**config.mk**
```make
export PLATFORM = sky130hd
export DESIGN_NAME = sprite_image_writer
export DESIGN_NICKNAME = d
export VERILOG_FILES = /design/src/rtl/sprite_pkg.sv /design/src/rtl/sprite_rle_expander.sv /design/src/rtl/sprite_image_writer.sv
export SDC_FILE = /design/constraint.sdc
export NUM_CORES = 1
export LEC_CHECK = 0
export ABC_AREA = 1
export BUFFER_PORTS_ARGS = -buffer_cell sky130_fd_sc_hd__buf_2
export CAP_MARGIN = 30
export CORE_ASPECT_RATIO = 1.75
export CORE_MARGIN = 10
export CORE_UTILIZATION = 23
export CTS_CLUSTER_SIZE = 10
export DETAILED_ROUTE_END_ITERATION = 8
export GPL_ROUTABILITY_DRIVEN = 0
export PLACE_DENSITY = 0.47
export SLEW_MARGIN = 5
export SYNTH_ARGS = -nofsm -noshare
export SYNTH_HDL_FRONTEND = slang
export SYNTH_SLANG_ARGS = --single-unit
```
**constraint.sdc**
```tcl
create_clock -name pixel_clk_in -period 3.6 [get_ports pixel_clk_in]
set_input_delay 0 -clock pixel_clk_in [delete_from_list [all_inputs] [get_ports pixel_clk_in]]
set_output_delay 0 -clock pixel_clk_in [all_outputs]
set_load 0.02 [all_outputs]
```
**src/rtl/sprite_pkg.sv**
```systemverilog
// Shared types and constants for the sprite image loader (optional RLE input via SPRITE_RLE_EN).
package sprite_pkg;

  typedef enum logic [1:0] {ST_IDLE, ST_LOAD, ST_DONE} sprite_state_e;
  typedef enum logic [1:0] {RLE_COUNT, RLE_INDEX, RLE_RUN} sprite_rle_state_e;

  localparam logic SPRITE_BANK_POP = 1'b0;
  localparam logic SPRITE_BANK_ALT = 1'b1;

  // Address width covering both image banks.
  function automatic int unsigned sprite_addr_width(input int unsigned w, input int unsigned h);
    return $clog2(2 * w * h);
  endfunction

endpackage

```
**src/rtl/sprite_rle_expander.sv**
```systemverilog
// Expands (count, index) byte pairs into a one-pixel-per-cycle stream for the writer core.
module sprite_rle_expander
  import sprite_pkg::*;
(
  input  logic       pixel_clk_in,
  input  logic       rst_n_in,
  input  logic       load_c,
  input  logic [7:0] data_in,
  input  logic       data_valid_in,
  output logic       data_ready_out,
  output logic       pix_valid_c,
  output logic [7:0] pix_data_c
);

  sprite_rle_state_e rle_state, rle_state_n;
  logic [7:0] count_q, count_n;
  logic [7:0] index_q, index_n;
  logic [7:0] run_rem, run_rem_n;
  logic       ready_n;
  logic       accept;

  assign accept = data_valid_in && data_ready_out;

  // First pixel of a run passes straight through on the index handshake.
  assign pix_valid_c = (rle_state == RLE_RUN) || ((rle_state == RLE_INDEX) && accept);
  assign pix_data_c  = (rle_state == RLE_RUN) ? index_q : data_in;

  always_ff @(posedge pixel_clk_in or negedge rst_n_in) begin
    if (!rst_n_in) begin
      rle_state      <= RLE_COUNT;
      count_q        <= 8'd0;
      index_q        <= 8'd0;
      run_rem        <= 8'd0;
      data_ready_out <= 1'b0;
    end else begin
      rle_state      <= rle_state_n;
      count_q        <= count_n;
      index_q        <= index_n;
      run_rem        <= run_rem_n;
      data_ready_out <= ready_n;
    end
  end

  always_comb begin
    rle_state_n = rle_state;
    count_n     = count_q;
    index_n     = index_q;
    run_rem_n   = run_rem;
    ready_n     = 1'b0;
    case (rle_state)
      RLE_COUNT: if (accept) begin
        count_n     = data_in;
        rle_state_n = RLE_INDEX;
      end
      RLE_INDEX: if (accept) begin
        index_n = data_in;
        if (count_q == 8'd1) begin
          rle_state_n = RLE_COUNT;
        end else begin
          // A count of 0 encodes 256, leaving 255 pixels after the pass-through one.
          run_rem_n   = count_q - 8'd1;
          rle_state_n = RLE_RUN;
        end
      end
      RLE_RUN: begin
        run_rem_n = run_rem - 8'd1;
        if (run_rem == 8'd1) rle_state_n = RLE_COUNT;
      end
      default: rle_state_n = RLE_COUNT;
    endcase
    if (!load_c) rle_state_n = RLE_COUNT;
    ready_n = load_c && (rle_state_n != RLE_RUN);
  end

endmodule

```
**src/rtl/sprite_image_writer.sv**
```systemverilog
// Writes a palette-index byte stream into one of two sprite BRAM banks; SPRITE_RLE_EN adds RLE input.
module sprite_image_writer
  import sprite_pkg::*;
#(
  parameter int unsigned WIDTH  = 256,
  parameter int unsigned HEIGHT = 256
) (
  input  logic                                          pixel_clk_in,
  input  logic                                          rst_n_in,
  input  logic                                          start_in,
  input  logic                                          bank_in,
  input  logic                                          abort_in,
  input  logic [7:0]                                    data_in,
  input  logic                                          data_valid_in,
  output logic                                          data_ready_out,
  output logic [sprite_addr_width(WIDTH, HEIGHT)-1:0]   bram_addr_out,
  output logic [7:0]                                    bram_data_out,
  output logic                                          bram_we_out,
  output logic                                          busy_out,
  output logic                                          done_out
);

  localparam int unsigned PIX = WIDTH * HEIGHT;
  localparam int unsigned AW  = sprite_addr_width(WIDTH, HEIGHT);
  localparam int unsigned CW  = $clog2(PIX);

  sprite_state_e state, state_n;
  logic [AW-1:0] base_q, base_n;
  logic [CW-1:0] cnt_q, cnt_n;
  logic [AW-1:0] addr_n;
  logic [7:0]    data_n;
  logic          we_n, done_n;
  logic          load_c;
  logic          pix_valid_c;
  logic [7:0]    pix_data_c;

`ifdef SPRITE_RLE_EN
  sprite_rle_expander u_rle (
    .pixel_clk_in   (pixel_clk_in),
    .rst_n_in       (rst_n_in),
    .load_c         (load_c),
    .data_in        (data_in),
    .data_valid_in  (data_valid_in),
    .data_ready_out (data_ready_out),
    .pix_valid_c    (pix_valid_c),
    .pix_data_c     (pix_data_c)
  );
`else
  logic ready_q;

  assign pix_valid_c    = data_valid_in && ready_q;
  assign pix_data_c     = data_in;
  assign data_ready_out = ready_q;

  // Ready follows the next state so it drops on the edge that takes the last pixel.
  always_ff @(posedge pixel_clk_in or negedge rst_n_in) begin
    if (!rst_n_in) ready_q <= 1'b0;
    else           ready_q <= load_c;
  end
`endif

  assign load_c = (state_n == ST_LOAD);

  always_ff @(posedge pixel_clk_in or negedge rst_n_in) begin
    if (!rst_n_in) begin
      state         <= ST_IDLE;
      base_q        <= {AW{1'b0}};
      cnt_q         <= {CW{1'b0}};
      bram_addr_out <= {AW{1'b0}};
      bram_data_out <= 8'd0;
      bram_we_out   <= 1'b0;
      busy_out      <= 1'b0;
      done_out      <= 1'b0;
    end else begin
      state         <= state_n;
      base_q        <= base_n;
      cnt_q         <= cnt_n;
      bram_addr_out <= addr_n;
      bram_data_out <= data_n;
      bram_we_out   <= we_n;
      busy_out      <= (state_n != ST_IDLE);
      done_out      <= done_n;
    end
  end

  always_comb begin
    state_n = state;
    base_n  = base_q;
    cnt_n   = cnt_q;
    addr_n  = bram_addr_out;
    data_n  = bram_data_out;
    we_n    = 1'b0;
    done_n  = 1'b0;
    case (state)
      ST_IDLE: if (start_in) begin
        base_n  = (bank_in == SPRITE_BANK_POP) ? {AW{1'b0}} : AW'(PIX);
        cnt_n   = {CW{1'b0}};
        state_n = ST_LOAD;
      end
      ST_LOAD: if (pix_valid_c) begin
        we_n   = 1'b1;
        addr_n = base_q + AW'(cnt_q);
        data_n = pix_data_c;
        cnt_n  = cnt_q + CW'(1);
        if (cnt_q == CW'(PIX - 1)) state_n = ST_DONE;
      end
      // DONE holds for the write cycle and the done pulse, keeping starts blocked until IDLE.
      ST_DONE: begin
        if (done_out) state_n = ST_IDLE;
        else          done_n  = 1'b1;
      end
      default: state_n = ST_IDLE;
    endcase
    if (abort_in) begin
      state_n = ST_IDLE;
      we_n    = 1'b0;
      done_n  = 1'b0;
    end
  end

endmodule
```
-- Word level (Yosys, flattened, before mapping)
Cells that the tools add are included.
- logic and storage cells: 40
- output and inout port bits: 29
- bits in registers: 64
- input bits: 14
- eq/ne operators: 6
- reductions and logical operators: 7
- $add $sub $neg: 2
- muxes and demuxes: 16
- operators by type and width (kind ; count):
    $mux 16 ; 2
    $pmux 16 s2 ; 1
    $add 17x16->17 ; 1
    $mux 17 ; 1
    $add 16x1->16 const B ; 1
    $eq 16x16->1 const B ; 1
    $mux 2 ; 5
    $mux 1 ; 6
    $pmux 2 s3 ; 1
    $eq 2x1->1 const B ; 2
    $ne 2x2->1 const B ; 2
    $reduce_and 2->1 ; 2
    $reduce_bool 2->1 ; 2
    $reduce_and 3->1 ; 1
    $eq 2x2->1 const B ; 1
    $logic_not 2->1 ; 1
    $logic_and 1x1->1 ; 1

-- Logic depth before layout (Yosys ltp)
- depth in word-level cells: 6
- gate-level depth with buffers: 9
- depth with buffers taken out: 9

-- Least setup slack after synthesis
No wires, ideal clock.
- path kind: flip-flop to flip-flop
- start: register ready_q, in the netlist data_ready_out
- end: register cnt_q[7]
- setup slack: 2289 ps
- stages on the path, launching flop included: 9
- path buffers: 1
- data required time: 3479 ps
- clock period less this slack: 1311 ps
- arrival: 1190 ps
- setup time: 121 ps
- path through: dfrtp_1 nand2_1 inv_1 nand2_4 nand2_4 buf_6 nand3_1 o21ai_1 a21oi_1
- word-level cells in the longest chain between the ends: 3
- ends and longest elaborated chain (item ; line ; text):
    start, declared ; sprite_image_writer.sv:49 ; logic ready_q;
    start signal, assigned ; sprite_image_writer.sv:58 ; else ready_q <= load_c;
    $logic_and 1x1->1 ; sprite_image_writer.sv:51 ; assign pix_valid_c = data_valid_in && ready_q;
    $ne 2x2->1 (no source line) ; n/a ;
    $reduce_and 3->1 (no source line) ; n/a ;
    end signal, assigned ; sprite_image_writer.sv:68 ; cnt_q <= {CW{1'b0}};
    end signal, assigned ; sprite_image_writer.sv:77 ; cnt_q <= cnt_n;
    end, declared ; sprite_image_writer.sv:29 ; logic [CW-1:0] cnt_q, cnt_n;
Every way passes these cells.
A chain may end at the register's enable or synchronous reset.

-- Worst setup path after layout
- start: register state[1]
- end: register cnt_q[9]
- word-level cells in the longest chain between the ends: 3
- elaborated cells between the ends (all ways): 7
- those cells by class: 3 x eq/ne; 1 x mux; 3 x reduce/logical
- ends and longest elaborated chain (item ; line ; text):
    start, declared ; sprite_image_writer.sv:27 ; sprite_state_e state, state_n;
    start signal, assigned ; sprite_image_writer.sv:75 ; state <= state_n;
    $eq 2x1->1 or $logic_not 2->1 (tied branches) ; sprite_image_writer.sv:94 ; case (state)
    $ne 2x2->1 (no source line) or $reduce_bool 2->1 (tied branches) ; n/a ;
    $reduce_and 3->1 (no source line) ; n/a ;
Several ways; a longest one is shown, not always the timed one.

==> results.sh <==
export IMPL_status="complete, no violations"
export IMPL_die_x_um=93.86
export IMPL_async_flop_share=1.000
export IMPL_synth_common_cells="86 x nand2_1, 48 x dfrtp_1, 29 x nor2_1"
export IMPL_synth_seq_area_share=0.5470
export IMPL_dp_hpwl_mm=4.075
export IMPL_slowest_stage="dfrtp_1"
export IMPL_cts_tree="done"
export IMPL_cpMostUsedCell="nand2_4"
export IMPL_initialDrtViolationCount=103
export IMPL_grt_start_max_net_pins=49
export IMPL_final_util=0.2968
export IMPL_max_vdd_ir_drop_v=0.0002122
export IMPL_final_setup_tns_ns=0
export IMPL_final_hold_viol_count=0
export IMPL_setup_viol=0
export IMPL_fp_dieH_um=149.3
export IMPL_path_cells="nor2_4 -> nand2_4 -> nand2_4 -> nand3_1 -> o21ai_0 -> a21oi_1"
export IMPL_cp_end_kind="flop"
export IMPL_mappedNetlistArea_um2=2196
export IMPL_yosysMostFrequentCell="nand2_1"
export IMPL_clk_pin_slew_worst_paths_ns=0.07
export IMPL_hold_ws_ns=0.1892
export IMPL_cp_max_fo=42
export IMPL_cts_root_buffer="clkbuf_16"
export IMPL_dr_pass1_iters=4
export IMPL_vias=1833
export IMPL_die_area_um2=14010
export IMPL_p_leak_nw=1.401
export IMPL_path_delay_family="simple AND/OR/NAND/NOR gates"
export IMPL_grt_overflow=0
export IMPL_syn_num_nets=280
export IMPL_rr_startpoint="state[1]$_DFF_PN0_"
export IMPL_vias_per_cell=4.147
export IMPL_ys_warn_count=0
export IMPL_fin_crit_ns=1.561
export IMPL_area_growth_pct=27.18
export IMPL_min_to="bram_data_out[5]$_DFFE_PN0P_"
export IMPL_totalWireLength_mm=5.503
export IMPL_port_buffers=42
export IMPL_drive_gt1_frac=0.2094
export IMPL_numCtsBuffers=5
export IMPL_arrival_ns=1.74
export IMPL_r2r_end="cnt_q[9]$_DFFE_PN0P_"
export IMPL_nets=334
export IMPL_synth_top_flop_cell="dfrtp_1"
export IMPL_clockBufferDepth=2
export IMPL_critical_path_max_stage_delay_ns=0.41
export IMPL_cts_htree_levels=2
export IMPL_ys_ff_latch=48
export IMPL_worstRegToRegCells=6
export IMPL_crit_path_start_kind="flop"
export IMPL_placementRows=47
export IMPL_synth_cells=265
export IMPL_period_share=0.4336
export IMPL_synth_area_leaders="dfrtp_1 55%, nand2_1 15%, nor2_1 5.0%"
export IMPL_relSlewSlack=0.5869
export IMPL_cts_sinks=48
export IMPL_clk_latency_ns=0.29
export IMPL_min_delay_start="data_valid_in"
export IMPL_ant_nets=0
export IMPL_slew_violations=0
export IMPL_ys_types=22
export IMPL_critical_path_required_ns=3.78
export IMPL_diodes=0
export IMPL_hold_class="in2reg"
export IMPL_synth_edff_count=0
export IMPL_reg2reg_slack_ns=2.04
export IMPL_drcViolationCount=0
export IMPL_hold_depth=5
export IMPL_yosysTopAreaCell="dfrtp_1"
export IMPL_grt_pass1_vias=1853
export IMPL_antenna_found_initial=0
export IMPL_yosysTopAreaCellShare=0.5470
export IMPL_crit_buf_inv=0
export IMPL_path_class="reg2reg"
export IMPL_start_util=0.2334
export IMPL_syn_area_per_cell_um2=8.286
export IMPL_track_usage=0.08424
export IMPL_io_pins=43
export IMPL_finClkSkew_ns=0.009139
export IMPL_power_density_nw_per_um2=460.0
export IMPL_grt_setup_unrepaired="no"
export IMPL_total_power_mw=1.285
export IMPL_fmax_ghz=0.6407
export IMPL_grt_pass1_wl_mm=9.211
export IMPL_coreArea_um2=9409
export IMPL_wl_per_cell_um=12.45
export IMPL_tightest_slew_ns=0.6197
export IMPL_drv_cap=0
==> timing repair <==
item,in CTS,in global routing
setup buffers,0,0
resized for setup,0,0
endpoints found under the hold margin,59,0
hold buffers,11,0
==> power breakdown <==
group | internal (mW) | switching, mW | total, mW
Sequential | 0.583 | 0.0221 | 0.605
Clock | 0.276 | 0.208 | 0.484
Combinational | 0.0652 | 0.131 | 0.196
Total | 0.925 | 0.360 | 1.28
==> through the flow <==
step,instance area [um2],setup slack [ns],std cells
finish,2793,2.039,442
global route,2793,1.848,442
CTS,2793,2.003,442
detailed placement,2529,2.013,423
global placement,2529,2.030,423
floorplan,2196,2.289,265
==> flip-flops by register name (all words and copies together) (netlist names) <==
register / flops
base_q: 1
bram_addr_out: 17
bram_data_out: 8
bram_we_out: 1
busy_out: 1
cnt_q: 16
data_ready_out: 1
done_out: 1
state: 2
==> final cells by class <==
cell class                 instances  area (um2)
fill                            1048        6616
sequential                        48        1201
multi-input combinational        180       844.6
clock inverter                     2       15.01
inverter                          30       112.6
tap                              122       152.6
clock buffer                       6       138.9
timing repair buffer              54       327.8
==> kinds of logic after synthesis <==
logic type,Yosys count,share of synthesized area
DFF,48,0.5470
AOI/OAI and AO/OA,32,0.07407
xor gates and xnor gates,1,0.003989
adders and majority gates,1,0.005697
and+or+nand+nor,146,0.3008
buffers and inverters,37,0.06837
==> metal layers <==
| layer | routed length (um) | up-vias | part of all wire | GRT usage |
|---|---|---|---|---|
| met5 | 0 | - | 0 | 0 |
| met4 | 132 | 0 | 0.024 | 0.04580 |
| met3 | 122 | 7 | 0.022 | 0.01815 |
| met2 | 3213 | 18 | 0.58 | 0.1580 |
| met1 | 2035 | 865 | 0.37 | 0.08164 |
| li1 | - | 943 | - | - |
==> tightest hold or removal path, cell delays in order <==
cell     delay, ns
buf_2         0.09
nand2_1       0.12
nor2_4        0.12
nand2_1       0.07
nand2_1       0.04
==> worst max path at each step <==
stage,slack (ns),from,to,depth (start not counted)
after floorplan,2.29,data_ready_out$_DFF_PN0_,cnt_q[7]$_DFFE_PN0P_,8
after global placement,2.03,state[1]$_DFF_PN0_,cnt_q[9]$_DFFE_PN0P_,6
after detailed placement,2.01,state[1]$_DFF_PN0_,cnt_q[9]$_DFFE_PN0P_,6
after CTS,2.00,state[1]$_DFF_PN0_,cnt_q[9]$_DFFE_PN0P_,6
after global routing,1.85,state[1]$_DFF_PN0_,cnt_q[9]$_DFFE_PN0P_,6
final,2.04,state[1]$_DFF_PN0_,cnt_q[9]$_DFFE_PN0P_,6
==> cell usage in the layout, fill, tap and decap left out <==
cell	count
a21oi_1	7
nand3_2	4
nor2_1	29
nand2_1	86
inv_1	27
clkbuf_8	1
nand2_2	2
nand3_1	9
clkbuf_16	5
buf_2	42
o21bai_1	1
xor2_1	1
nor2_4	5
dfrtp_1	48
o21ai_1	3
nand4_1	5
buf_4	1
inv_2	3
nor3_1	3
and2_1	1
clkinvlp_4	2
o21ai_0	21
ha_1	1
dlygate4sd3_1	11
nand2_4	2
Note: power is estimated with default switching activity, not from simulation.
